File: src/rtl/ldpc_encoder.sv
// Systematic LDPC encoder: serial parity accumulation, codeword as packed bits and BPSK LLR lanes.
// Optional macro LDPC_ENC_LFSR_SRC_EN replaces i_info with an internal 16-bit LFSR source.
module ldpc_encoder #(
    parameter int K = 3,
    parameter int M = 3,
    parameter int WIDTH = 8,
    parameter int AMP = 4,
    parameter logic [K*M-1:0] P_MATRIX = 9'b011_101_110
) (
    input  logic                     clk,
    input  logic                     xrst,
    input  logic                     i_val,
    output logic                     i_rdy,
    input  logic [K-1:0]             i_info,
    output logic                     o_val,
    input  logic                     o_rdy,
    output logic [K+M-1:0]           o_code,
    output logic [WIDTH*(K+M)-1:0]   o_data,
    output logic                     o_busy
);

    localparam int N  = K + M;
    localparam int CW = (K > 1) ? $clog2(K) : 1;
    localparam logic signed [WIDTH-1:0] AMP_S = WIDTH'(AMP);

    typedef enum logic [1:0] {IDLE, ENCODE, OUT} state_t;

    state_t               r_state;
    logic [K-1:0]         r_info;
    logic [M-1:0]         r_parity;
    logic [CW-1:0]        r_cnt;
    logic                 r_rdy;
    logic                 r_val;
    logic                 r_busy;
    logic [N-1:0]         r_code;
    logic [WIDTH*N-1:0]   r_data;

    logic [K-1:0]         w_info_src;
    logic [M-1:0]         w_row;
    logic                 w_bit;
    logic [M-1:0]         w_parity_next;
    logic                 w_last;
    logic                 w_accept;

    function automatic logic signed [WIDTH-1:0] llr_map(input logic b);
        return b ? -AMP_S : AMP_S;
    endfunction

    function automatic logic [WIDTH*N-1:0] map_code(input logic [N-1:0] code);
        logic [WIDTH*N-1:0] res;
        res = '0;
        for (int i = 0; i < N; i++) begin
            res[WIDTH*i +: WIDTH] = llr_map(code[i]);
        end
        return res;
    endfunction

    // Select the information bit and P row addressed by the serial counter.
    always_comb begin
        w_row = '0;
        w_bit = 1'b0;
        for (int j = 0; j < K; j++) begin
            if (CW'(j) == r_cnt) begin
                w_row = P_MATRIX[j*M +: M];
                w_bit = r_info[j];
            end
        end
    end

    assign w_parity_next = r_parity ^ (w_bit ? w_row : '0);
    assign w_last        = (r_cnt == CW'(K - 1));
    assign w_accept      = (r_state == IDLE) && i_val;

`ifdef LDPC_ENC_LFSR_SRC_EN
    logic [15:0] r_lfsr;
    logic        w_fb;
    logic        w_unused_info;

    assign w_fb          = r_lfsr[15] ^ r_lfsr[13] ^ r_lfsr[12] ^ r_lfsr[10];
    assign w_info_src    = r_lfsr[K-1:0];
    assign w_unused_info = ^i_info;

    always_ff @(posedge clk) begin
        if (xrst) begin
            r_lfsr <= 16'hACE1;
        end else if (w_accept) begin
            r_lfsr <= {r_lfsr[14:0], w_fb};
        end
    end
`else
    assign w_info_src = i_info;
`endif

    always_ff @(posedge clk) begin
        if (xrst) begin
            r_state  <= IDLE;
            r_info   <= '0;
            r_parity <= '0;
            r_cnt    <= '0;
            r_rdy    <= 1'b1;
            r_val    <= 1'b0;
            r_busy   <= 1'b0;
            r_code   <= '0;
            r_data   <= '0;
        end else begin
            case (r_state)
                IDLE: begin
                    if (i_val) begin
                        r_info   <= w_info_src;
                        r_parity <= '0;
                        r_cnt    <= '0;
                        r_rdy    <= 1'b0;
                        r_busy   <= 1'b1;
                        r_state  <= ENCODE;
                    end
                end
                ENCODE: begin
                    r_parity <= w_parity_next;
                    r_cnt    <= r_cnt + CW'(1);
                    if (w_last) begin
                        r_code  <= {w_parity_next, r_info};
                        r_data  <= map_code({w_parity_next, r_info});
                        r_val   <= 1'b1;
                        r_state <= OUT;
                    end
                end
                OUT: begin
                    if (o_rdy) begin
                        r_val   <= 1'b0;
                        r_rdy   <= 1'b1;
                        r_busy  <= 1'b0;
                        r_state <= IDLE;
                    end
                end
                default: begin
                    r_state <= IDLE;
                    r_rdy   <= 1'b1;
                    r_val   <= 1'b0;
                    r_busy  <= 1'b0;
                end
            endcase
        end
    end

    assign i_rdy  = r_rdy;
    assign o_val  = r_val;
    assign o_busy = r_busy;
    assign o_code = r_code;
    assign o_data = r_data;

endmodule

File: config.mk
export PLATFORM = sky130hd
export DESIGN_NAME = ldpc_encoder
export DESIGN_NICKNAME = d
export VERILOG_FILES = /design/src/rtl/ldpc_encoder.sv
export SDC_FILE = /design/constraint.sdc
export NUM_CORES = 1
export LEC_CHECK = 0
export ABC_AREA = 1
export CAP_MARGIN = 20
export CELL_PAD_IN_SITES_DETAIL_PLACEMENT = 0
export CELL_PAD_IN_SITES_GLOBAL_PLACEMENT = 2
export CORE_ASPECT_RATIO = 1.1
export CORE_MARGIN = 10
export CORE_UTILIZATION = 18
export DETAILED_ROUTE_END_ITERATION = 12
export PLACE_DENSITY_LB_ADDON = 0.1
export SYNTH_ARGS = -nofsm -noshare
export SYNTH_HDL_FRONTEND = slang
export SYNTH_SLANG_ARGS = --single-unit
export TNS_END_PERCENT = 10
File: constraint.sdc
create_clock -name clk -period 1.27 [get_ports clk]
set_input_delay 0.127 -clock clk [delete_from_list [all_inputs] [get_ports clk]]
set_output_delay 0.127 -clock clk [all_outputs]
set_load 0.1 [all_outputs]
### Yosys cells after proc, flatten, opt, wreduce, memory -nomap -nowiden

Cells that the tools add are included.

| storage, ports and cells | value |
|---|---|
| logic and storage cells | 59 |
| register bits | 67 |

| operators by class | value |
|---|---|
| muxes and demuxes | 29 |
| reductions and logical operators | 9 |
| bitwise operators | 3 |
| add/subtract/negate cells | 1 |
| equal/unequal tests | 8 |

Operators with widths:

| cell | number |
|---|---|
| 8-bit two-way mux | 6 |
| 3-bit two-way mux | 5 |
| 1-bit case mux with 3 select lines | 3 |
| 3-bit AND reduction | 3 |
| 1-bit two-way mux | 8 |
| 2-bit two-way mux | 4 |
| 2-bit != test (second input constant) | 3 |
| 2-bit case mux with 3 select lines | 1 |
| 3-bit case mux with 2 select lines | 1 |
| 2-bit AND reduction | 3 |
| 2-bit equality test (second input constant) | 2 |
| 2-bit logical NOT | 2 |
| 2-bit case mux with 2 select lines | 1 |
| 3-bit XOR | 1 |
| 2-bit by 1-bit adder with 2-bit output (second input constant) | 1 |
| 1-bit by 2-bit equality test with 1-bit output (first input constant) | 1 |
| 2-bit by 1-bit equality test with 1-bit output (second input constant) | 1 |
| 2-bit equality test (first input constant) | 1 |
| 1-bit inverter | 2 |
| 2-bit nonzero test | 1 |

### Depth between registers and ports, before layout

| logic depth | value |
|---|---|
| word-level depth | 7 |
| mapped depth | 12 |
| mapped depth without buffers | 12 |

### Least setup slack after synthesis

OpenSTA, ideal clock, no wires.

| timing path | value |
|---|---|
| kind | reg2out |
| start | reg, netlist name o_code[1] |
| end | out o_data[11] |
| stages on the path, launching flop included | 2 |
| data required time | 1.143 ns |
| setup slack | -0.321 ns |
| data arrival time | 1.464 ns |
| path through | dfxtp_1 buf_4 |

RTL lines:

| what | RTL line | text |
|---|---|---|
| end: declaration | 18 | `output logic [WIDTH*(K+M)-1:0] o_data,` |

### Worst setup path after layout

| timing path | value |
|---|---|
| start | reg r_cnt[1] |
| end | reg r_code[4], in the netlist o_code[4] |

| on the way | value |
|---|---|
| word-level cells in the longest chain between the ends | 6 |

RTL lines:

| what | RTL line | text |
|---|---|---|
| start: declaration | 31 | `logic [CW-1:0] r_cnt;` |
| start signal: assignment | 119 | `r_cnt <= r_cnt + CW'(1);` |
| 2-bit logical NOT | 63 | `if (CW'(j) == r_cnt) begin` |
| 3-bit two-way mux or 1-bit two-way mux (tied branches) (3 in a row) | 63 |  |
| 3-bit two-way mux | 70 | `assign w_parity_next = r_parity ^ (w_bit ? w_row : '0);` |
| 3-bit XOR | 70 |  |
| end signal: assignment | 121 | `r_code <= {w_parity_next, r_info};` |
| end: declaration | 35 | `logic [N-1:0] r_code;` |

Several ways; a longest one is shown, not always the timed one.
A chain may end at the register's enable or synchronous reset.

==> run summary <==
The run finished with clean final reports. The clock latency at the later pin of the worst-skew pair came out at 0.25 ns. Across the run, the number of max-cap violations was 0. The vertical die dimension came out at between 100 and 150 um.

The cell depth of the worst hold path is 1. For this design, the CTS-stage hold fixing added 0 buffers. The sequential cell fraction of total power came out at between 30% and 40%. The post-synthesis to final-layout area growth came out at 77.2%. The count of boundary I/O pins came out at 64. Clock tree synthesis selected as its root buffer the cell sky130_fd_sc_hd__clkbuf_8.

The max-slew violation total from the final report came out at 0. The net count of the finished layout is 206. TritonCTS created 3 clock buffers. The critical path is of the register to register type. Of all cell types, the one taking the most synthesized area is sky130_fd_sc_hd__dfxtp_1. The analysis attributes to net switching a power of 0.701 mW.

Setup violations remaining at the end of the flow were counted as 0. Summing all non-filler instances in the final layout gives an area of 0.00220 mm2. The worst hold path belongs to the class register to register. Power spread over the standard cell area amounts to 801 mW/mm2. The die area is approximately 0.011 mm2. The proportion of synthesized flip-flops having asynchronous set or reset came out at 0%. The number of remaining DRC errors came out at 0.

The count of nets left with antenna violations once routing finished came out at 0. The post-synthesis cell count is between 150 and 200. Setup repair after global routing could not meet its margin everywhere. The number of antenna violations at the first check in global routing was 0. The first detailed-routing pass took 4 iterations. The depth of the worst register-to-register path came out at 10. The total power after layout came out at 1.76 mW. The highest fanout seen on the critical path came out at 3. The kind of start point of the critical path is a register. The critical path data arrival time came out at 1.43 ns.

In the post-synthesis netlist, the biggest area contributors are sky130_fd_sc_hd__dfxtp_1, sky130_fd_sc_hd__buf_4, sky130_fd_sc_hd__nand2_1. For this run, the leading register cell type out of synthesis is sky130_fd_sc_hd__dfxtp_1. The number of clock sinks seen by CTS is 20. Cells with a size suffix above 1 make up 44.6% of the layout.

The initial standard-cell utilization of the core is 18.7%. Each instance of the synthesized netlist takes up on average 7.72 um2. TritonCTS built the clock tree.

The share of power burned in the clock network came out at 23.6%. The number of hold-slack violations in the final timing report came out at 0. The first global-routing pass estimated 5.24 mm of wire. The number of buffers on the longest clock path is 2. The wire length reported by the detailed router is 3.29 mm.

At the end of routability-driven placement, the weighted congestion stood at 0.763. The sequential element share of the synthesized area is around 32%. The number of global-route vias before repair came out at 1013.

In the synthesized netlist, the cells that appear most often are sky130_fd_sc_hd__buf_4, sky130_fd_sc_hd__nand2_1, sky130_fd_sc_hd__dfxtp_1, sky130_fd_sc_hd__inv_1, sky130_fd_sc_hd__nor2_1. The initialized floorplan defines 31 standard-cell rows. The detail-routed via count per cell came out at 3.65. The number of port buffers came out at 51.

Entering global routing, the biggest net connects 11 pins. Of the total power, the share spent switching nets is 39.8%. The floorplan step defined a core boundary enclosing 0.00663 mm2. The area used by sequential logic in the layout is 404 um2. The clock period minus final worst setup slack came out at 1.27 ns. The post-route fraction of the period consumed by the critical path came out at 99.8%.

The worst supply voltage drop on vdd came out at 0.340 mV. The internal cell power came out at 1.06 mW. The static leakage power came out at 0.913 nW. The routed wire length per instance is 11.9 um. The maximum clock skew at final layout is 0.00291 ns. Clock-pin slew was measured on the worst setup and hold paths at ~0.07 ns.

The count of different cell masters after synthesis is 25. Yosys mapped a number of flops with a built-in enable equal to 0. The combinational group share of total power is 37.6%.

The required arrival time at the worst endpoint is 1.43 ns. The final-layout fill cell count is 665. The remaining global-route overflow is 0.

The flip-flop and latch count after synthesis is 20. Among all cell types in the netlist, the one instantiated most often is sky130_fd_sc_hd__buf_4. The die width is 99.2 um.

The number of diodes added for antenna fixing came out at 0. Timing would allow up to between 700 and 800 MHz. The all-layer global routing usage came out at 6.07%. The number of design-rule violations left by the first detailed-router iteration is 19. The worst setup path is captured at a register. The number of vias in the routed layout came out at 1003. The half-perimeter wire length after placement came out at around 2.8 mm. CTS built an H-tree with a depth of 1. The area occupied by multi-input gates came out at just over 500 um2.

The proportion of netlist area held by the largest area contributor came out at 32.2%. The worst hold slack came out at ~0.47 ns. The cell area that synthesis handed to floorplanning was 0.00124 mm2.

The number of warnings issued by yosys came out at 0. The total cell area at the placement stage is 0.00211 mm2.
[critical path, stage by stage, from the launching register on]
cell	delay, ns
sky130_fd_sc_hd__dfxtp_2	0.35
sky130_fd_sc_hd__inv_2	0.05
sky130_fd_sc_hd__ha_2	0.17
sky130_fd_sc_hd__nand2_1	0.12
sky130_fd_sc_hd__nand4_1	0.14
sky130_fd_sc_hd__nand2_1	0.09
sky130_fd_sc_hd__nand2_1	0.06
sky130_fd_sc_hd__nand2_1	0.06
sky130_fd_sc_hd__nand2_1	0.05
sky130_fd_sc_hd__nand2_1	0.05
sky130_fd_sc_hd__inv_1	0.03
[final timing paths]
| path | from | end | slack [ns] |
|---|---|---|---|
| worst max-delay path | r_cnt[1] | o_code[4] | 0.003 |
| worst min-delay path | o_data[42] | o_data[42] | 0.47 |
| worst max register to register | r_cnt[1] | o_code[4] | 0.003 |
| worst min register to register | o_data[42] | o_data[42] | 0.47 |
[power by group through the flow]
stage | sequential, mW | clock [mW] | combinational, mW
after floorplan | 0.754 | 0 | 0.438
after global placement | 0.696 | 0 | 0.639
after detailed placement | 0.696 | 0 | 0.641
after CTS | 0.684 | 0.449 | 0.657
after global routing | 0.688 | 0.471 | 0.705
final | 0.685 | 0.416 | 0.663
[cell type report]
cell class / instances / area share (%)
multi-input cells: 89 / 22.8
inverters: 14 / 2.61
flip-flops and latches: 20 / 18.4
clock buffers: 3 / 1.88
well taps: 82 / 4.66
repair buffers: 67 / 49.7
[state kept, by name, indices dropped and copies added, names as in the netlist, 2 cells and up]
register / cells
r_info: 3
o_data: 2
r_cnt: 2
o_code: 5
r_parity: 3
r_state: 2
[per-stage QoR]
stage	setup TNS [ns]	util (%)	setup WS [ns]	cells
after floorplan	-9.66	-	-0.303	172
after global placement	-0.250	31.7	-0.0868	271
after detailed placement	-0.523	31.7	-0.139	271
after CTS	0	32.9	0.00843	275
after global routing	-0.602	33.2	-0.135	275
final	0	33.2	0.00262	275
[cells in the final DEF, fill, tap and decap left out, drive strengths merged]
cell,n
a211oi,1
o21a,3
inv,13
nand3b,1
nand2,28
ha,4
nand3,4
nand4,1
dfxtp,20
o211ai,1
xnor2,1
a21oi,11
o21ai,8
clkdlybuf4s50,6
clkbuf,3
nor2,14
buf,61
clkinv,1
conb,12
[repair_timing]
action / CTS / global route
setup buffers: 1 / 0
pin swaps: 1 / 2
resized for setup: 11 / 4
endpoints found under the setup margin: 8 / 10
[per-layer routing]
metal  global-route usage [%]  share of wire [%]
met1                     6.53                 42
met2                     10.3                 49
met3                     1.86                7.2
met4                     3.38                1.6
met5                        0                  0
[logic make-up (layout without fill, tap and decap cells)]
family                     after synthesis  count (layout)  share of synthesized area [%]
AOI/OAI and AO/OA                       24              24                           11.3
xor gates and xnor gates                 1               1                          0.705
adders and majority gates                4               4                           4.03
buffers and inverters                   63              84                           34.0
DFF                                     20              20                           32.2
other                                    1              12                          0.302
and+or+nand+nor                         48              48                           17.4
(Power assumes the default switching activity.)
